<file path="config.mk">
export PLATFORM = sky130hd
export DESIGN_NAME = imm_extend_pipe
export DESIGN_NICKNAME = d
export VERILOG_FILES = /design/src/rtl/imm_extend_pipe.sv
export SDC_FILE = /design/constraint.sdc
export NUM_CORES = 1
export LEC_CHECK = 0
export ABC_AREA = 0
export CORE_MARGIN = 4
export CORE_UTILIZATION = 40
export DETAILED_ROUTE_END_ITERATION = 8
export PLACE_DENSITY_LB_ADDON = 0.15
export SKIP_LAST_GASP = 1
export SYNTH_ARGS = -nofsm -noshare
export SYNTH_HDL_FRONTEND = slang
export SYNTH_SLANG_ARGS = --single-unit
</file>
<file path="constraint.sdc">
create_clock -name clk -period 2.92 [get_ports clk]
set_input_delay 0.292 -clock clk [delete_from_list [all_inputs] [get_ports clk]]
set_output_delay 0.292 -clock clk [all_outputs]
set_load 0.03 [all_outputs]
</file>
<file path="src/rtl/imm_extend_pipe.sv">
// Pipelined immediate extender (sign/zero/upper/branch) with a 2-entry valid/ready skid FIFO.
// Optional input register stage before extension: define IMM_EXT_IN_REG_EN.
module imm_extend_pipe #(
  parameter int unsigned SIZE     = 32,
  parameter int unsigned IMM_SIZE = 16,
  parameter int unsigned BR_SHIFT = 2
) (
  input  logic                clk,
  input  logic                rst_n,
  input  logic                in_valid,
  output logic                in_ready,
  input  logic [IMM_SIZE-1:0] in_imm,
  input  logic [1:0]          in_mode,
  output logic                out_valid,
  input  logic                out_ready,
  output logic [SIZE-1:0]     out_data,
  output logic                out_neg
);

  localparam int unsigned PAD = SIZE - IMM_SIZE;

  typedef enum logic [1:0] {
    EMPTY,
    ONE,
    TWO
  } state_t;

  state_t state, state_nx;

  logic                live;
  logic                push;
  logic                pop;
  logic [IMM_SIZE-1:0] ext_imm;
  logic [1:0]          ext_mode;
  logic [SIZE-1:0]     ext_sext;
  logic [SIZE-1:0]     ext_val;
  logic                ext_neg;
  logic [SIZE-1:0]     data0;
  logic [SIZE-1:0]     data1;
  logic                neg0;
  logic                neg1;

  // Low for the cycle(s) rst_n is sampled low, so in_ready stays 0 through reset.
  always_ff @(posedge clk) begin
    if (!rst_n) live <= 1'b0;
    else        live <= 1'b1;
  end

`ifdef IMM_EXT_IN_REG_EN
  logic                stg_valid;
  logic [IMM_SIZE-1:0] stg_imm;
  logic [1:0]          stg_mode;

  // The stage can take a new entry unless it is occupied and blocked by a full FIFO.
  assign in_ready = live & ~(stg_valid & (state == TWO));
  assign push     = stg_valid & (state != TWO);
  assign ext_imm  = stg_imm;
  assign ext_mode = stg_mode;

  always_ff @(posedge clk) begin
    if (!rst_n) begin
      stg_valid <= 1'b0;
      stg_imm   <= '0;
      stg_mode  <= '0;
    end else if (in_valid && in_ready) begin
      stg_valid <= 1'b1;
      stg_imm   <= in_imm;
      stg_mode  <= in_mode;
    end else if (push) begin
      stg_valid <= 1'b0;
    end
  end
`else
  assign in_ready = live & (state != TWO);
  assign push     = in_valid & in_ready;
  assign ext_imm  = in_imm;
  assign ext_mode = in_mode;
`endif

  assign out_valid = (state != EMPTY);
  assign pop       = out_valid & out_ready;

  always_comb begin
    ext_sext = {{PAD{ext_imm[IMM_SIZE-1]}}, ext_imm};
    ext_neg  = ext_imm[IMM_SIZE-1];
    ext_val  = '0;
    case (ext_mode)
      2'b00:   ext_val = ext_sext;
      2'b01:   ext_val = {{PAD{1'b0}}, ext_imm};
      2'b10:   ext_val = {ext_imm, {PAD{1'b0}}};
      default: ext_val = ext_sext << BR_SHIFT;
    endcase
  end

  always_ff @(posedge clk) begin
    if (!rst_n) state <= EMPTY;
    else        state <= state_nx;
  end

  always_comb begin
    state_nx = state;
    case (state)
      EMPTY: if (push) state_nx = ONE;
      ONE: begin
        if (push && !pop)      state_nx = TWO;
        else if (pop && !push) state_nx = EMPTY;
      end
      TWO:     if (pop) state_nx = ONE;
      default: state_nx = EMPTY;
    endcase
  end

  // data0 is always the head; data1 only holds the second entry while in TWO.
  always_ff @(posedge clk) begin
    if (!rst_n) begin
      data0 <= '0;
      data1 <= '0;
      neg0  <= 1'b0;
      neg1  <= 1'b0;
    end else begin
      case (state)
        EMPTY: begin
          if (push) begin
            data0 <= ext_val;
            neg0  <= ext_neg;
          end
        end
        ONE: begin
          if (push && pop) begin
            data0 <= ext_val;
            neg0  <= ext_neg;
          end else if (push) begin
            data1 <= ext_val;
            neg1  <= ext_neg;
          end
        end
        TWO: begin
          if (pop) begin
            data0 <= data1;
            neg0  <= neg1;
          end
        end
        default: ;
      endcase
    end
  end

  assign out_data = data0;
  assign out_neg  = neg0;

endmodule
</file>
==> out/qor.yml, run 1 <==
run:
  maxCapViolCount: 0
place:
  place.gp.congestion: 0.770
  dp_slack_ns: 0.260
  hpwl_mm: 6.96
  io_buffers: 56
clock_network:
  cts_num_sinks: 69
  cts_buffer_depth: 2
  cts_made_buffers: 9
  insertion_delay_ns: 0.35
  cts_hold_buf: 0
  htreeDepth: 3
  clkTransAtPathRegs_ns: 0.07
  cts_tree: "yes"
  cts_resized: 0
  cts-root-buf: "clkbuf_8"
  cts_setup_buffers: 0
power:
  p_leak_uw: 0.00144
  vdd_ir_drop_max_mv: 0.280
  total_power_uw: 2130
  cellPowerDensity_nw_per_um2: 498
floorplanning:
  die_y_um: 101
  die_w_um: 101
  initial_core_util_pct: 41.4
  fp-row-count: 33
  die_area_um2: 10100
  coreArea_um2: 8300
  io_pins: 57
route:
  final_antenna_net_count: 0
  drc: 0
  drtIter0Drc: 147
  wirelength_mm: 10.8
  viasPerCell: 6.18
  wl_per_cell_um: 19.5
  dr.pass1.iters: 4
  via_count: 3422
hold_path:
  hold_path_class: "register to register"
  min_from: "data1[31]"
  hold_path_depth: 2
  hold-path-endpoint: "data1[31]"
timing:
  hold-worst-slack_ns: 0.461
  slew_headroom_pct: 25.4
  finalSetupTns_ns: 0
  finalMaxSlewViolations: 0
  hold_viol_final: 0
  finClkSkew_ns: 0.00547
  fmax_mhz: 402
  layout_setup_ws_ns: 0.435
  setup_viol: 0
  worst_pin_slew_ns: 1.11
  min_period_over_period_pct: 85.1
  rsz0062_at_grt: "false"
  period_needed_ns: 2.49
yosys:
  synth_area_um2: 3430
  synth_area_leaders: "dfxtp_1, a221oi_1, nand2_1, nor2_1, a211oi_1"
  syn_inst: 410
  synth_top_area_share_pct: 40.2
  yosysSeqAreaShare_pct: 40.2
  synth-seq-cells: 69
  syn_avg_cell_area_um2: 8.37
  synth_area_leader_cell: "dfxtp_1"
  synth-edff-count: 0
  synth_common_cells: "dfxtp_1, nand2_1, nor2_1"
  synthDistinctLibCells: 39
  yosysMostFrequentCell: "dfxtp_1"
  ys_warn_count: 0
  synth.net_count: 434
  async_flop_share_pct: 0
  ys.flop_type: "dfxtp_1"
global_route:
  track_usage_pct: 22.0
  grt_pass1_vias: 3330
  grt_pass1_wl_mm: 17.5
  antenna_found_initial: 0
  grt_max_degree: 39
  gr-total-overflow: 0
setup_path:
  r2r_setup_slack_ns: 0.44
  r2r-start: "state[0]"
  slowest_stage: "o31ai_2"
  reg2reg_depth: 7
  cp-end-kind: "register"
  cp.required_ns: 3.11
  crit_fanout: 14
  arrival_ns: 2.68
  start_kind: "register"
  reg2reg_to: "out_data[12]"
  slowest_delay_ns: 0.91
  worstSetupPathType: "register to register"
  cp_cell_sequence: "or2_2, nand2_1, inv_1, ha_1, and3b_1, o31ai_2, o32ai_1"
finish:
  nets: 470
  diodes: 0
  area_growth_pct: 24.3
  drive_gt1_share_pct: 12.2
  fillerInstances: 825
outcome:
  status: "finished clean"
[worst max-delay path: cells and delay by family (launching register included)]
family	cells	cell delay [ns]
AO/OA/AOI/OAI	2	1.13
adder cells (fa/ha/maj)	1	0.16
buffers and inverters	1	0.04
flip-flops	1	0.38
AND/OR/NAND/NOR	3	0.60
[cell usage in the layout, fill, tap and decap left out, drive strengths merged, types with 18 or more instances in the layout]
cell type	instances
a211oi	20
nand2	44
clkdlybuf4s50	56
dfxtp	69
nor2	44
a221oi	28
nor2b	18
nor3	28
buf	21
[registers in the layout (all words and copies together), names as in the netlist]
signal	cells
data1	32
out_data	32
state	2
live	1
neg1	1
out_neg	1
[per-stage QoR]
stage / area (µm²) / instances / util [%]
3_3_place_gp: 4090 / 540 / 49.2
3_5_place_dp: 4090 / 540 / 49.2
6_report: 4270 / 554 / 51.4
5_1_grt: 4270 / 554 / 51.4
2_1_floorplan: 3430 / 410 / -
4_1_cts: 4270 / 554 / 51.4
[cell type report]
class / count / area, µm² / area share, %
Multi-Input combinational cell: 286 / 1830 / 42.9
Sequential cell: 69 / 1380 / 32.4
Timing Repair Buffer: 77 / 731 / 17.1
Clock buffer: 13 / 179 / 4.19
Tap cell: 105 / 131 / 3.08
Inverter: 3 / 11.3 / 0.264
Clock inverter: 1 / 5.00 / 0.117
[where the power goes]
group	total, µW	leakage (µW)	switching [µW]	internal (µW)
Sequential	1000	0.000561	21.6	980
Clock	746	0.0000974	355	391
Combinational	379	0.000784	226	153
[kinds of logic (layout without fill, tap and decap cells)]
logic type / after synthesis / count (layout) / synth area share [%]
compound gates: 114 / 114 / 27.1
fa+ha+maj: 2 / 2 / 0.729
mux: 1 / 1 / 0.292
simple gates: 168 / 168 / 24.6
flops: 69 / 69 / 40.2
xor+xnor: 1 / 1 / 0.255
buf+inv: 55 / 94 / 6.74
[routing by layer]
layer	routed length, µm	vias up	GRT usage, %
li1	-	1619	-
met1	4660	1674	28.3
met2	5300	114	36.4
met3	689	15	5.12
met4	135	0	6.84
met5	0	-	0
[how the worst max path moves through the flow]
stage               cells after the start      from  slack (ns)           end
finish                                  7  state[0]        0.44  out_data[12]
global route                            7  state[0]        0.20  out_data[12]
CTS                                     7  state[0]        0.36   out_data[2]
detailed placement                      6  in_valid        0.26  out_data[14]
global placement                        6  in_valid        0.32   out_data[4]
floorplan                              11  state[0]        0.53  out_data[16]
Power figures use the tool's default switching activity.
==> run 2: changes to the inputs <==
- CELL_PAD_IN_SITES_DETAIL_PLACEMENT: unset -> 0
- CELL_PAD_IN_SITES_GLOBAL_PLACEMENT: unset -> 1
==> out/qor.yml, run 2 (synthesis gave the netlist of run 1 again) <==
place:
  io_buffers: 56  # unchanged
  dp.cells: 538  # -0.37%
  place.gp.congestion: 0.772  # +0.22%
  hpwl_mm: 6.66  # -4.4%
setup_path:
  start_kind: "register"
  cp.required_ns: 3.10  # about the same
  crit_fanout: 14  # unchanged
  worst-path-buf-inv: 1  # unchanged
  arrival_ns: 2.63  # -0.05 ns
  cp-end-kind: "register"
  worstSetupPathType: "register to register"
  path_delay_family: "compound AO/OA/AOI/OAI gates"
  slowest_delay_ns: 0.88  # -0.03 ns
  r2r_setup_slack_ns: 0.47  # +0.03 ns
  cp_cell_sequence: "or2_2, nand2_1, inv_1, ha_1, and3b_1, o31ai_2, o32ai_1"
  slowest_stage: "o31ai_2"
route:
  dr.pass1.iters: 4  # unchanged
  drc: 0  # unchanged
  wirelength_mm: 10.4  # -3.4%
  via_count: 3310  # -3.3%
  wl_per_cell_um: 18.8  # -3.2%
  drtIter0Drc: 178  # +21%
  viasPerCell: 5.99  # -3.1%
  final_antenna_net_count: 0  # unchanged
timing:
  finalSetupTns_ns: 0  # unchanged
  setup_viol: 0  # unchanged
  finClkSkew_ns: 0.00789  # +0.00243 ns
  slew_headroom_pct: 28.4  # +3.0 points
  fmax_mhz: 408  # +1.4%
  min_period_over_period_pct: 83.9  # -1.2 points
  finalMaxSlewViolations: 0  # unchanged
  hold_viol_final: 0  # unchanged
  rsz0062_at_grt: "false"
  worst_pin_slew_ns: 1.07  # -0.0449 ns
  period_needed_ns: 2.45  # -0.0337 ns
global_route:
  grt_pass1_vias: 3191  # -4.2%
  grt_pass1_wl_mm: 16.8  # -4.1%
  antenna_found_initial: 0  # unchanged
  grt_max_degree: 35  # -10%
  gr-total-overflow: 0  # unchanged
  track_usage_pct: 20.9  # -1.1 points
floorplanning:
  die_area_um2: 10100  # unchanged
  io_pins: 57  # unchanged
  initial_core_util_pct: 41.4  # unchanged
  coreArea_um2: 8300  # unchanged
  die_w_um: 101  # unchanged
  die_y_um: 101  # unchanged
  fp-row-count: 33  # unchanged
finish:
  final_cell_mix: "dfxtp_1, clkdlybuf4s50_1, nand2_1, nor2_1"
  drive_gt1_share_pct: 11.6  # -0.64 points
  diodes: 0  # unchanged
  nets: 469  # -0.21%
  area_growth_pct: 23.3
  layoutNonFillerInstCount: 553  # -0.18%
  final_common_cell: "dfxtp_1"
power:
  p_leak_uw: 0.00142  # -1.2%
  vdd_ir_drop_max_mv: 0.232  # -17%
  cellPowerDensity_nw_per_um2: 477  # -4.2%
clock_network:
  cts-root-buf: "clkbuf_8"
  cts_made_buffers: 9  # unchanged
  cts_resized: 0  # unchanged
  cts_buffer_depth: 2  # unchanged
  cts_setup_buffers: 0  # unchanged
  cts_hold_buf: 0  # unchanged
  htreeDepth: 3  # unchanged
  cts_tree: "yes"
  cts_num_sinks: 69  # unchanged
  clkTransAtPathRegs_ns: 0.07  # about the same
  insertion_delay_ns: 0.34  # about the same
outcome:
  status: "finished clean"
hold_path:
  hold_path_class: "register to register"
run:
  maxCapViolCount: 0  # unchanged
==> run 2: worst paths after layout <==
kind                  from     endpoint  depth (start not counted)
setup / recovery  state[0]  out_data[4]                          7
setup reg to reg  state[0]  out_data[4]                          7
hold / removal    data1[1]     data1[1]                          2
hold reg to reg   data1[1]     data1[1]                          2
==> run 2: per-layer routing <==
layer	wire [µm]	track usage, %	up-vias
li1	-	-	1614
met1	4680	29.1	1579
met2	4900	32.2	107
met3	673	2.70	10
met4	159	9.64	0
met5	0	0	-
==> run 2: worst register-to-register path, stage by stage (launching register included) <==
cell and delay, ns:
dfxtp_1 0.39, or2_2 0.33, nand2_1 0.09, inv_1 0.05, ha_1 0.16, and3b_1 0.18
o31ai_2 0.88, o32ai_1 0.22
==> run 2: power by group <==
group	internal [µW]	switching [µW]	total [µW]
Sequential	980	21.6	1000
Clock	295	345	640
Combinational	154	224	378
==> run 2: area by class of cell <==
type / instances / area (µm²)
fillers: 817 / 4070
repair buffers: 76 / 731
clock buffers: 11 / 131
multi-input cells: 286 / 1830
well taps: 105 / 131
inverters: 3 / 11.3
clock inverters: 3 / 15.0
flip-flops and latches: 69 / 1380
==> run 2: metrics by stage <==
step,setup slack (ns),cell area (µm²),power [µW],hold slack [ns],util (%)
floorplan,0.528,3430,1250,0.320,-
global placement,0.432,4070,1400,0.442,49.0
detailed placement,0.387,4070,1400,0.448,49.0
CTS,0.471,4220,2030,0.458,50.8
global route,0.364,4230,2120,0.481,51.0
finish,0.469,4230,2020,0.458,51.0
==> run 3: changes to the inputs <==
- CORE_UTILIZATION: 40 -> 36
- clock period: 2.92 -> 2.1 ns (I/O delays scaled with it)
==> out/qor.yml, run 3 (synthesis gave the netlist of run 1 again) <==
timing:
  worst_pin_slew_ns: 1.33  # +0.265 ns
  rsz0062_at_grt: "false"
  min_period_over_period_pct: 94.2  # +10 points
  finalMaxSlewViolations: 0  # unchanged
  slew_headroom_pct: 10.8  # -18 points
  setup_viol: 0  # unchanged
  hold_viol_final: 0  # unchanged
  finClkSkew_ns: 0.00735  # -0.000543 ns
  period_needed_ns: 1.98  # -0.472 ns
  layout_setup_ws_ns: 0.121  # -0.348 ns
  fmax_mhz: 505  # +24%
route:
  wl_per_cell_um: 18.8  # about the same
  wl_met1_mm: 5.42  # +16%
  wirelength_mm: 11.0  # +5.9%
  drtIter0Drc: 173  # -2.8%
  top_layer_used: "met4"
  wl_met2_mm: 5.14  # +4.9%
  via_count: 3351  # +1.2%
  final_antenna_net_count: 0  # unchanged
  drc: 0  # unchanged
  dr_wl_met3_um: 359  # -47%
  dr.pass1.iters: 4  # unchanged
  viasPerCell: 5.72  # -4.5%
floorplanning:
  initial_core_util_pct: 37.2  # -4.2 points
  die_area_um2: 11200  # +10%
  die_w_um: 106  # +5.0%
  coreArea_um2: 9240  # +11%
  fp-row-count: 35  # +6.1%
  die_y_um: 106  # +5.0%
  io_pins: 57  # unchanged
setup_path:
  crit_fanout: 19  # +5
  r2r_setup_slack_ns: 0.12  # -0.35 ns
  cp-end-kind: "register"
  reg2reg_depth: 8  # +1
  cp.required_ns: 2.36  # -0.74 ns
  reg2reg_to: "out_data[31]"
  critPathLaunch: "state[1]"
  arrival_ns: 2.24  # -0.39 ns
  start_kind: "register"
  worstSetupPathType: "register to register"
  r2r-start: "state[1]"
clock_network:
  cts_setup_buffers: 0  # unchanged
  htreeDepth: 3  # unchanged
  cts_resized: 1  # +1
  cts_made_buffers: 9  # unchanged
  clkTransAtPathRegs_ns: 0.08  # about the same
  cts_hold_buf: 0  # unchanged
  cts_buffer_depth: 2  # unchanged
  insertion_delay_ns: 0.34  # about the same
  cts_num_sinks: 69  # unchanged
  cts_tree: "yes"
  cts-root-buf: "clkbuf_8"
finish:
  diodes: 0  # unchanged
  layoutNonFillerInstCount: 586  # +6.0%
  nets: 476  # +1.5%
  final_cell_mix: "dfxtp_1, clkdlybuf4s50_1, nor2_1"
  area_growth_pct: 29.8
  final_common_cell: "dfxtp_1"
  fillerInstances: 918  # +12%
  drive_gt1_share_pct: 14.9  # +3.3 points
power:
  p_leak_uw: 0.00152  # +6.5%
  cellPowerDensity_nw_per_um2: 712  # +49%
  vdd_ir_drop_max_mv: 0.288  # +24%
run:
  maxCapViolCount: 0  # unchanged
global_route:
  gr-total-overflow: 0  # unchanged
  antenna_found_initial: 0  # unchanged
  grt_pass1_wl_mm: 18.0  # +7.3%
  track_usage_pct: 20.0  # -0.88 points
  grt_pass1_vias: 3294  # +3.2%
  grt_max_degree: 39  # +11%
hold_path:
  min_from: "data1[1]"
  hold-path-endpoint: "data1[1]"
  hold_path_class: "register to register"
  hold_path_depth: 2  # unchanged
outcome:
  status: "finished clean"
place:
  io_buffers: 56  # unchanged
  place.gp.congestion: 0.722  # -6.5%
  dp_slack_ns: -0.140  # -0.527 ns
  dp.cells: 570  # +5.9%
  hpwl_mm: 6.87  # +3.3%
-- run 3: cell count changes in the layout (fill, tap and decap cells not counted), sizes merged --
cell | previous run | this run
clkbuf | 11 | 12
buf | 20 | 27
bufinv | 0 | 2
clkdlybuf4s50 | 56 | 55
dlygate4sd2 | 0 | 1
clkinv | 3 | 2
-- run 3: report_power, final --
group / total [µW] / leakage [µW] / switching [µW] / internal, µW
sequential: 1390 / 0.000561 / 30.2 / 1360
clock: 1230 / 0.000116 / 501 / 731
combinational: 550 / 0.000839 / 321 / 229
total: 3170 / 0.00152 / 852 / 2320
-- run 3: routing by layer --
metal,GRT usage (%),up-vias
met5,0,-
met1,27.9,1650
met2,31.6,61
li1,-,1631
met4,6.20,0
met3,3.31,9
-- run 3: worst max path at each step --
stage,to,slack (ns),cells past startpoint
after floorplan,out_data[16],-0.13,11
after global routing,out_data[1],0.006,8
after detailed placement,out_data[30],-0.14,4
after global placement,out_data[23],-0.14,4
final,out_data[31],0.12,8
after CTS,out_data[1],0.1,8
-- run 3: area by class of cell --
cell class | count | area, µm² | area share [%]
tap | 129 | 161 | 3.62
timing repair buffer | 83 | 825 | 18.5
clock inverter | 4 | 70.1 | 1.57
inverter | 3 | 11.3 | 0.253
clock buffer | 12 | 155 | 3.48
sequential | 69 | 1380 | 31.0
multi-input combinational | 286 | 1850 | 41.5
-- run 3: worst max-delay path: stages, from the launching register on --
cell and delay, ns:
dfxtp_2 0.37, or2_4 0.27, nand2_2 0.07, inv_2 0.03, ha_2 0.15, and3b_1 0.18, or3_1 0.43, buf_12 0.18
a311oi_2 0.22
-- run 3: through the flow --
stage / power [µW] / instance area [µm²] / setup TNS, ns / utilization, % / hold slack [ns]
after floorplan: 1740 / 3500 / -0.826 / - / 0.238
after global placement: 1970 / 4230 / -2.94 / 45.7 / 0.446
after detailed placement: 1970 / 4230 / -2.46 / 45.7 / 0.450
after CTS: 3200 / 4450 / 0 / 48.2 / 0.461
after global routing: 3310 / 4460 / 0 / 48.2 / 0.482
final: 3170 / 4460 / 0 / 48.2 / 0.457
